<file path="config.mk">
export PLATFORM = sky130hd
export DESIGN_NAME = router_pkt_source_flat
export DESIGN_NICKNAME = d
export VERILOG_FILES = /design/src/rtl/router_pkt_source_if.sv /design/src/rtl/router_pkt_source.sv /design/src/flat_wrapper.sv
export SDC_FILE = /design/constraint.sdc
export NUM_CORES = 1
export LEC_CHECK = 0
export BUFFER_PORTS_ARGS = -buffer_cell sky130_fd_sc_hd__buf_2
export CAP_MARGIN = 5
export CORE_ASPECT_RATIO = 0.6
export CORE_MARGIN = 2
export CORE_UTILIZATION = 50
export CTS_CLUSTER_DIAMETER = 80
export DETAILED_ROUTE_END_ITERATION = 7
export PLACE_DENSITY = 0.78
export SYNTH_ARGS = -nofsm -noshare
export SYNTH_HDL_FRONTEND = slang
export SYNTH_SLANG_ARGS = --single-unit
</file>
<file path="constraint.sdc">
create_clock -name clock -period 2.19 [get_ports clock]
set_input_delay 0.438 -clock clock [delete_from_list [all_inputs] [get_ports clock]]
set_output_delay 0.438 -clock clock [all_outputs]
set_load 0.01 [all_outputs]
</file>
<file path="src/rtl/router_pkt_source_if.sv">
// -----------------------------------------------------------------------------
// router_pkt_source_if
//   Bundles the three faces of the router packet source into one interface:
//     host command  : req_valid, req_ready, req_addr, req_len
//     host payload  : pl_valid, pl_ready, pl_data
//     router input  : data_in, pkt_valid, busy, err
//     status        : pkt_done, pkt_err, cmd_rej, pkt_cnt, err_cnt
//   modport master : the packet source itself (drives the router pins)
//   modport slave  : the environment around it (host sequencer + router)
// -----------------------------------------------------------------------------
interface router_pkt_source_if #(
    parameter int CNT_W = 16
);
    logic             req_valid;
    logic             req_ready;
    logic [1:0]       req_addr;
    logic [5:0]       req_len;

    logic             pl_valid;
    logic             pl_ready;
    logic [7:0]       pl_data;

    logic [7:0]       data_in;
    logic             pkt_valid;
    logic             busy;
    logic             err;

    logic             pkt_done;
    logic             pkt_err;
    logic             cmd_rej;
    logic [CNT_W-1:0] pkt_cnt;
    logic [CNT_W-1:0] err_cnt;

    modport master (
        input  req_valid, req_addr, req_len,
        input  pl_valid, pl_data,
        input  busy, err,
        output req_ready, pl_ready,
        output data_in, pkt_valid,
        output pkt_done, pkt_err, cmd_rej, pkt_cnt, err_cnt
    );

    modport slave (
        output req_valid, req_addr, req_len,
        output pl_valid, pl_data,
        output busy, err,
        input  req_ready, pl_ready,
        input  data_in, pkt_valid,
        input  pkt_done, pkt_err, cmd_rej, pkt_cnt, err_cnt
    );
endinterface

</file>
<file path="src/rtl/router_pkt_source.sv">
// -----------------------------------------------------------------------------
// router_pkt_source
//   Writer side of the router 1x3 input port. A command (destination address,
//   payload length) is accepted, the whole payload is buffered, and then the
//   packet is streamed to the router as header, payload and parity bytes,
//   stalling whenever the router raises busy. After the parity byte is taken,
//   the router's err flag is watched for ERR_WAIT cycles and the verdict is
//   reported with a one-cycle pkt_done pulse.
//
// Ports
//   clock  in  rising-edge clock
//   rst    in  synchronous active-low reset
//   bus    master modport of router_pkt_source_if:
//            req_valid/req_ready/req_addr/req_len  command handshake
//            pl_valid/pl_ready/pl_data             payload byte stream
//            data_in/pkt_valid (out), busy/err (in) router input pins
//            pkt_done/pkt_err/cmd_rej              per-packet status
//            pkt_cnt/err_cnt                       wrapping statistics
// -----------------------------------------------------------------------------
module router_pkt_source #(
    parameter int MAX_LEN  = 63,
    parameter int ERR_WAIT = 3,
    parameter int CNT_W    = 16
) (
    input  logic                clock,
    input  logic                rst,
    router_pkt_source_if.master bus
);

    localparam int         WAIT_W   = (ERR_WAIT > 1) ? $clog2(ERR_WAIT) : 1;
    localparam logic [WAIT_W-1:0] WAIT_LAST = WAIT_W'(ERR_WAIT - 1);
    localparam logic [6:0] LEN_MAX  = 7'(MAX_LEN);

    typedef enum logic [2:0] {
        S_IDLE,
        S_LOAD,
        S_HEADER,
        S_PAYLOAD,
        S_PARITY,
        S_ERRCHK
    } state_t;

    // Control state
    state_t             state_q,   state_d;
    logic [5:0]         idx_q,     idx_d;
    logic [WAIT_W-1:0]  wait_q,    wait_d;
    logic [7:0]         parity_q,  parity_d;
    logic               vld_q,     vld_d;
    logic               done_q,    done_d;
    logic               perr_q,    perr_d;
    logic               rej_q,     rej_d;
    logic [CNT_W-1:0]   pkt_cnt_q, pkt_cnt_d;
    logic [CNT_W-1:0]   err_cnt_q, err_cnt_d;

    // Datapath state (data_in is still reset so the router pins go quiet)
    logic [7:0]         data_q,    data_d;
    logic [1:0]         addr_q,    addr_d;
    logic [5:0]         len_q,     len_d;
    logic [7:0]         buf_q [MAX_LEN];
    logic               buf_we;

    // A command is dropped if it names the unused port 3, carries no payload,
    // or would overflow the payload buffer.
    function automatic logic cmd_illegal(input logic [1:0] addr, input logic [5:0] len);
        return (len == 6'd0) || (addr == 2'd3) || ({1'b0, len} > LEN_MAX);
    endfunction

    function automatic logic [CNT_W-1:0] cnt_inc(input logic [CNT_W-1:0] cnt, input logic inc);
        return cnt + {{(CNT_W-1){1'b0}}, inc};
    endfunction

    // -------------------------------------------------------------------------
    // Next-state and output logic
    // -------------------------------------------------------------------------
    always_comb begin
        state_d   = state_q;
        idx_d     = idx_q;
        wait_d    = wait_q;
        parity_d  = parity_q;
        vld_d     = vld_q;
        done_d    = 1'b0;
        perr_d    = perr_q;
        rej_d     = 1'b0;
        pkt_cnt_d = pkt_cnt_q;
        err_cnt_d = err_cnt_q;
        data_d    = data_q;
        addr_d    = addr_q;
        len_d     = len_q;
        buf_we    = 1'b0;

        unique case (state_q)
            S_IDLE: begin
                if (bus.req_valid) begin
                    if (cmd_illegal(bus.req_addr, bus.req_len)) begin
                        rej_d = 1'b1;
                    end else begin
                        addr_d   = bus.req_addr;
                        len_d    = bus.req_len;
                        idx_d    = 6'd0;
                        parity_d = 8'h00;
                        perr_d   = 1'b0;
                        state_d  = S_LOAD;
                    end
                end
            end

            S_LOAD: begin
                if (bus.pl_valid) begin
                    buf_we   = 1'b1;
                    parity_d = parity_q ^ bus.pl_data;
                    if (idx_q == len_q - 6'd1) begin
                        // Header goes out on the very next cycle.
                        idx_d   = 6'd0;
                        data_d  = {len_q, addr_q};
                        vld_d   = 1'b1;
                        state_d = S_HEADER;
                    end else begin
                        idx_d = idx_q + 6'd1;
                    end
                end
            end

            S_HEADER: begin
                if (!bus.busy) begin
                    // Payload was folded in during LOAD, so after this the
                    // accumulator already holds the final parity byte.
                    parity_d = parity_q ^ data_q;
                    data_d   = buf_q[0];
                    state_d  = S_PAYLOAD;
                end
            end

            S_PAYLOAD: begin
                if (!bus.busy) begin
                    if (idx_q == len_q - 6'd1) begin
                        data_d  = parity_q;
                        vld_d   = 1'b0;
                        state_d = S_PARITY;
                    end else begin
                        idx_d  = idx_q + 6'd1;
                        data_d = buf_q[idx_q + 6'd1];
                    end
                end
            end

            S_PARITY: begin
                if (!bus.busy) begin
                    data_d  = 8'h00;
                    wait_d  = '0;
                    state_d = S_ERRCHK;
                end
            end

            S_ERRCHK: begin
                perr_d = perr_q | bus.err;
                if (wait_q == WAIT_LAST) begin
                    done_d    = 1'b1;
                    pkt_cnt_d = cnt_inc(pkt_cnt_q, 1'b1);
                    err_cnt_d = cnt_inc(err_cnt_q, perr_d);
                    state_d   = S_IDLE;
                end else begin
                    wait_d = wait_q + 1'b1;
                end
            end

            default: begin
                state_d = S_IDLE;
            end
        endcase
    end

    // -------------------------------------------------------------------------
    // Registers
    // -------------------------------------------------------------------------
    always_ff @(posedge clock) begin
        if (!rst) begin
            state_q   <= S_IDLE;
            idx_q     <= 6'd0;
            wait_q    <= '0;
            parity_q  <= 8'h00;
            vld_q     <= 1'b0;
            done_q    <= 1'b0;
            perr_q    <= 1'b0;
            rej_q     <= 1'b0;
            pkt_cnt_q <= '0;
            err_cnt_q <= '0;
            data_q    <= 8'h00;
        end else begin
            state_q   <= state_d;
            idx_q     <= idx_d;
            wait_q    <= wait_d;
            parity_q  <= parity_d;
            vld_q     <= vld_d;
            done_q    <= done_d;
            perr_q    <= perr_d;
            rej_q     <= rej_d;
            pkt_cnt_q <= pkt_cnt_d;
            err_cnt_q <= err_cnt_d;
            data_q    <= data_d;
        end
    end

    // Command fields and payload store are only meaningful after a fresh
    // accept, so they carry no reset.
    always_ff @(posedge clock) begin
        addr_q <= addr_d;
        len_q  <= len_d;
        if (buf_we) begin
            buf_q[idx_q] <= bus.pl_data;
        end
    end

    assign bus.req_ready = (state_q == S_IDLE);
    assign bus.pl_ready  = (state_q == S_LOAD);
    assign bus.data_in   = data_q;
    assign bus.pkt_valid = vld_q;
    assign bus.pkt_done  = done_q;
    assign bus.pkt_err   = perr_q;
    assign bus.cmd_rej   = rej_q;
    assign bus.pkt_cnt   = pkt_cnt_q;
    assign bus.err_cnt   = err_cnt_q;

endmodule

</file>
<file path="src/flat_wrapper.sv">
// flat-port wrapper written by rule: the top's interface ports become plain ports
module router_pkt_source_flat 
#(
    parameter int MAX_LEN  = 63,
    parameter int ERR_WAIT = 3,
    parameter int CNT_W    = 16
)
  (clock, rst, bus_req_valid, bus_req_addr, bus_req_len, bus_pl_valid, bus_pl_data, bus_busy, bus_err, bus_req_ready, bus_pl_ready, bus_data_in, bus_pkt_valid, bus_pkt_done, bus_pkt_err, bus_cmd_rej, bus_pkt_cnt, bus_err_cnt);
  router_pkt_source_if #(.CNT_W(CNT_W)) bus_i ();
  input  logic clock;
  input  logic rst;
  input wire logic [$bits(bus_i.req_valid)-1:0] bus_req_valid;
  input wire logic [$bits(bus_i.req_addr)-1:0] bus_req_addr;
  input wire logic [$bits(bus_i.req_len)-1:0] bus_req_len;
  input wire logic [$bits(bus_i.pl_valid)-1:0] bus_pl_valid;
  input wire logic [$bits(bus_i.pl_data)-1:0] bus_pl_data;
  input wire logic [$bits(bus_i.busy)-1:0] bus_busy;
  input wire logic [$bits(bus_i.err)-1:0] bus_err;
  output wire logic [$bits(bus_i.req_ready)-1:0] bus_req_ready;
  output wire logic [$bits(bus_i.pl_ready)-1:0] bus_pl_ready;
  output wire logic [$bits(bus_i.data_in)-1:0] bus_data_in;
  output wire logic [$bits(bus_i.pkt_valid)-1:0] bus_pkt_valid;
  output wire logic [$bits(bus_i.pkt_done)-1:0] bus_pkt_done;
  output wire logic [$bits(bus_i.pkt_err)-1:0] bus_pkt_err;
  output wire logic [$bits(bus_i.cmd_rej)-1:0] bus_cmd_rej;
  output wire logic [$bits(bus_i.pkt_cnt)-1:0] bus_pkt_cnt;
  output wire logic [$bits(bus_i.err_cnt)-1:0] bus_err_cnt;
  assign bus_i.req_valid = bus_req_valid;
  assign bus_i.req_addr = bus_req_addr;
  assign bus_i.req_len = bus_req_len;
  assign bus_i.pl_valid = bus_pl_valid;
  assign bus_i.pl_data = bus_pl_data;
  assign bus_i.busy = bus_busy;
  assign bus_i.err = bus_err;
  assign bus_req_ready = bus_i.req_ready;
  assign bus_pl_ready = bus_i.pl_ready;
  assign bus_data_in = bus_i.data_in;
  assign bus_pkt_valid = bus_i.pkt_valid;
  assign bus_pkt_done = bus_i.pkt_done;
  assign bus_pkt_err = bus_i.pkt_err;
  assign bus_cmd_rej = bus_i.cmd_rej;
  assign bus_pkt_cnt = bus_i.pkt_cnt;
  assign bus_err_cnt = bus_i.err_cnt;
  router_pkt_source #(.MAX_LEN(MAX_LEN), .ERR_WAIT(ERR_WAIT), .CNT_W(CNT_W)) u_core (.clock(clock), .rst(rst), .bus(bus_i));
endmodule
</file>
==> out/qor.yml <==
synth_top_area_share_pct: 65.6
detail_route.first_pass.iterations: 5
cts-root-buf: "clkbuf_16"
cts_tree: "done"
track_usage_pct: 25.3
max_clock_freq_ghz: 0.387
drive_gt1_share_pct: 39.5
vias: 14264
cts_sinks: 575
dpl.hpwl_mm: 41.2
yosysWarnings: 0
synth_ff_type: "edfxtp_1"
cp.required_ns: 2.65
p_per_area_nw_per_um2: 757
async_flop_share_pct: 0
total_power_mw: 22.3
hold_path_end: "u_core.len_q[3]$_DFFE_PP_"
worstRegToRegCells: 9
nFillCells: 3115
seq_area_frac_synth_pct: 71.0
leakagePower_nw: 9.83
critPathMaxFanout: 8
die_w_um: 284
synthAdderAreaFrac_pct: 0.320
syn_avg_cell_area_um2: 17.5
r2r_slack_ns: -0.39
gp_congestion: 0.984
dpl_cell_area_um2: 26400
cp_slowest_cell: "mux4_2"
critPathCaptureType: "flip-flop"
synth_edf_count: 512
cts_made_buffers: 49
grt_pass1_wl_mm: 89.9
dp_cells: 2215
cp-start-kind: "flip-flop"
portBuffers: 67
violations: "negative setup slack"
clk_pin_slew_worst_paths_ns: 0.07
grt_pass1_vias: 13870
die_area_um2: 48700
crit_type: "reg2reg"
crit_family: "compound AO/OA/AOI/OAI gates"
drt-initial-drc-count: 1868
fin_nets: 1712
drcViolationCount: 0
synth_top_family_by_area: "multiplexers"
cts_max_level: 2
synth.net_count: 1365
ios: 68
synth_compound_area_share_pct: 4.51
synthTopCellsByArea: "edfxtp_1 (66%), mux4_2 (12%), dfxtp_1 (5.4%)"
regArea_um2: 16600
yosys.area.top_type: "edfxtp_1"
fin_cells: 2353
slowest_delay_ns: 0.50
synthCells: 1337
antenna_found_initial: 2
setup_slack_ns: -0.394
fin_area_um2: 29400
crit_buf_inv: 2
row_count: 61
synth.distinct_cells: 68
reg2reg_to: "u_core.bus.data_in[6]$_SDFFE_PN0P_"
synthToLayoutAreaGrowth_pct: 25.4
arrival_ns: 3.04
worst_hold_slack_ns: 0.0722
wl_per_cell_um: 26.6
gr-total-overflow: 0
rr_startpoint: "u_core.idx_q[0]$_SDFFE_PN0P_"
crit_chain: "ha_4 > buf_12 > buf_6 > mux4_2 > mux2i_2 > a32o_2 > a2111oi_4 > a2111oi_2 > a31oi_1"
outcome: "finished with violations"
via_per_inst: 6.06
syn_area_um2: 23400
fin_util_pct: 63.4
relSlewSlack_pct: 34.0
hold_start: "bus_req_len[3]"
grt_setup_unrepaired: "true"
tightest_slew_ns: 0.982
fin_crit_sh_pct: 118
synthSimpleGateAreaFrac_pct: 6.46
start_util_pct: 50.6
synthMuxAreaShare_pct: 14.2
cap_violations: 0
clkLatencyLatePin_ns: 0.59
grt_max_degree: 64
finalSetupViolations: 15
routed_wl_mm: 62.6
crit_cells: 9
final_antenna_net_count: 0
final_max_slew_viol_count: 0
fin_crit_ns: 2.58
hold_depth: 1
multi_input_area_um2: 7190
hold_class: "in2reg"
die_height_um: 172
hold_viol: 0
ctsLongestPathBuffers: 3
skew_ns: 0.0282
core_um2: 46300
worst_ir_drop_vdd_mv: 0.783
synthXorXnorAreaFrac_pct: 1.84
ys_ff_latch: 575
-- cell usage in the layout (no fill, tap or decap), drive strengths merged, types with 3 or more instances in the layout --
master / n
a211oi: 8
bufinv: 3
nor3b: 3
or2: 5
or3: 8
mux2i: 57
a21o: 5
o21ai: 30
inv: 10
nand4: 8
nor2b: 15
clkbuf: 63
nand2: 77
mux4: 122
a22oi: 6
clkinv: 22
and2: 36
buf: 359
xor2: 14
dfxtp: 63
o221ai: 8
o21a: 3
a32o: 8
a2111oi: 16
ha: 6
o22ai: 14
o211ai: 3
xnor2: 30
a21boi: 8
nand3b: 5
nor2: 90
and3: 14
nand3: 23
nor3: 10
nand2b: 8
a31oi: 11
edfxtp: 512
a21oi: 19
-- worst max-delay path by stage --
| stage | from | to | slack (ns) |
|---|---|---|---|
| 2_1_floorplan | u_core.idx_q[0]$_SDFFE_PN0P_ | u_core.buf_q[53][0]$_DFFE_PP_ | -0.11 |
| 3_3_place_gp | u_core.idx_q[0]$_SDFFE_PN0P_ | u_core.bus.data_in[1]$_SDFFE_PN0P_ | -0.67 |
| 3_5_place_dp | u_core.idx_q[0]$_SDFFE_PN0P_ | u_core.bus.data_in[1]$_SDFFE_PN0P_ | -0.77 |
| 4_1_cts | u_core.idx_q[0]$_SDFFE_PN0P_ | u_core.bus.data_in[0]$_SDFFE_PN0P_ | -0.32 |
| 5_1_grt | u_core.idx_q[0]$_SDFFE_PN0P_ | u_core.bus.data_in[6]$_SDFFE_PN0P_ | -0.47 |
| 6_report | u_core.idx_q[0]$_SDFFE_PN0P_ | u_core.bus.data_in[6]$_SDFFE_PN0P_ | -0.39 |
-- timing repair --
action | in CTS | in global routing
hold buffers | 0 | 0
gates cloned | 6 | 0
resized for setup | 110 | 103
hold endpoints to repair | 0 | 0
setup endpoints to repair | 35 | 309
pin swaps | 40 | 45
setup buffers | 22 | 27
-- metrics by stage --
stage	setup WS, ns	setup TNS (ns)
after floorplan	-0.111	-15.41
after global placement	-0.669	-8.04
after detailed placement	-0.768	-11.29
after CTS	-0.316	-2.46
after global routing	-0.474	-4.75
final	-0.394	-3.77
-- worst register-to-register path, cell delays in order (launching register included) --
cell	delay, ns
dfxtp_4	0.39
ha_4	0.37
buf_12	0.16
buf_6	0.10
mux4_2	0.50
mux2i_2	0.18
a32o_2	0.18
a2111oi_4	0.05
a2111oi_2	0.38
a31oi_1	0.14
-- routing by layer --
metal  global-route usage, %  wire (um)  up-vias  part of all wire [%]
li1                        -          -     6027                     -
met1                    36.3      25700     7236                    41
met2                    35.7      26400      910                    42
met3                    11.2       9380       87                    15
met4                    4.60        966        4                   1.5
met5                    4.00        218        -                  0.35
-- Yosys cell counts, types with 5 or more instances --
cell type,instances
nand3b_1,5
nor2b_1,15
inv_1,9
a31oi_1,11
nor3_1,10
xnor2_1,28
and2_1,34
ha_1,6
a22oi_1,6
mux4_2,122
a21boi_0,8
buf_6,5
nand2b_1,8
nand2_1,77
buf_2,12
xor2_1,13
a32o_1,8
buf_4,19
a211oi_1,8
nand4_1,8
mux2i_1,57
dfxtp_1,63
a21oi_1,18
a21o_1,5
or3_1,8
and3_1,13
clkbuf_1,23
nor2_1,88
edfxtp_1,512
o21ai_0,27
a2111oi_0,16
nand3_1,22
o221ai_1,8
o22ai_1,14
-- cell families (layout without fill, tap and decap cells) --
group           count (synthesis)  after routing
flops                         575            575
mux                           179            179
other cells                     0              1
fa+ha+maj                       6              6
compound gates                151            151
simple gates                  308            308
xor+xnor                       44             44
buf+inv                        74            459
-- cell type report --
type	instances	share of cell area (%)
Timing Repair Buffer	360	10.9
Multi-Input combinational cell	688	24.4
Tap cell	630	2.68
Inverter	10	0.128
Clock buffer	63	4.56
Sequential cell	575	56.6
Antenna cell	1	0.00851
Clock inverter	26	0.685
-- sequential cells by signal, indices dropped and copies added, names as in the netlist --
signal and count:
u_core.bus.data_in 8, u_core.bus.pkt_err 1, u_core.bus.pkt_valid 1, u_core.bus.pkt_done 1, u_core.wait_q 2, u_core.bus.cmd_rej 1
u_core.parity_q 8, u_core.state_q 3, u_core.addr_q 2, u_core.len_q 6, u_core.idx_q 6, u_core.bus.err_cnt 16
u_core.buf_q 504, u_core.bus.pkt_cnt 16
-- power breakdown --
group	internal, mW	switching, mW
Sequential	12.0	0.0441
Combinational	0.803	0.891
Clock	4.67	3.88
Total	17.4	4.82
(Power assumes the default switching activity.)
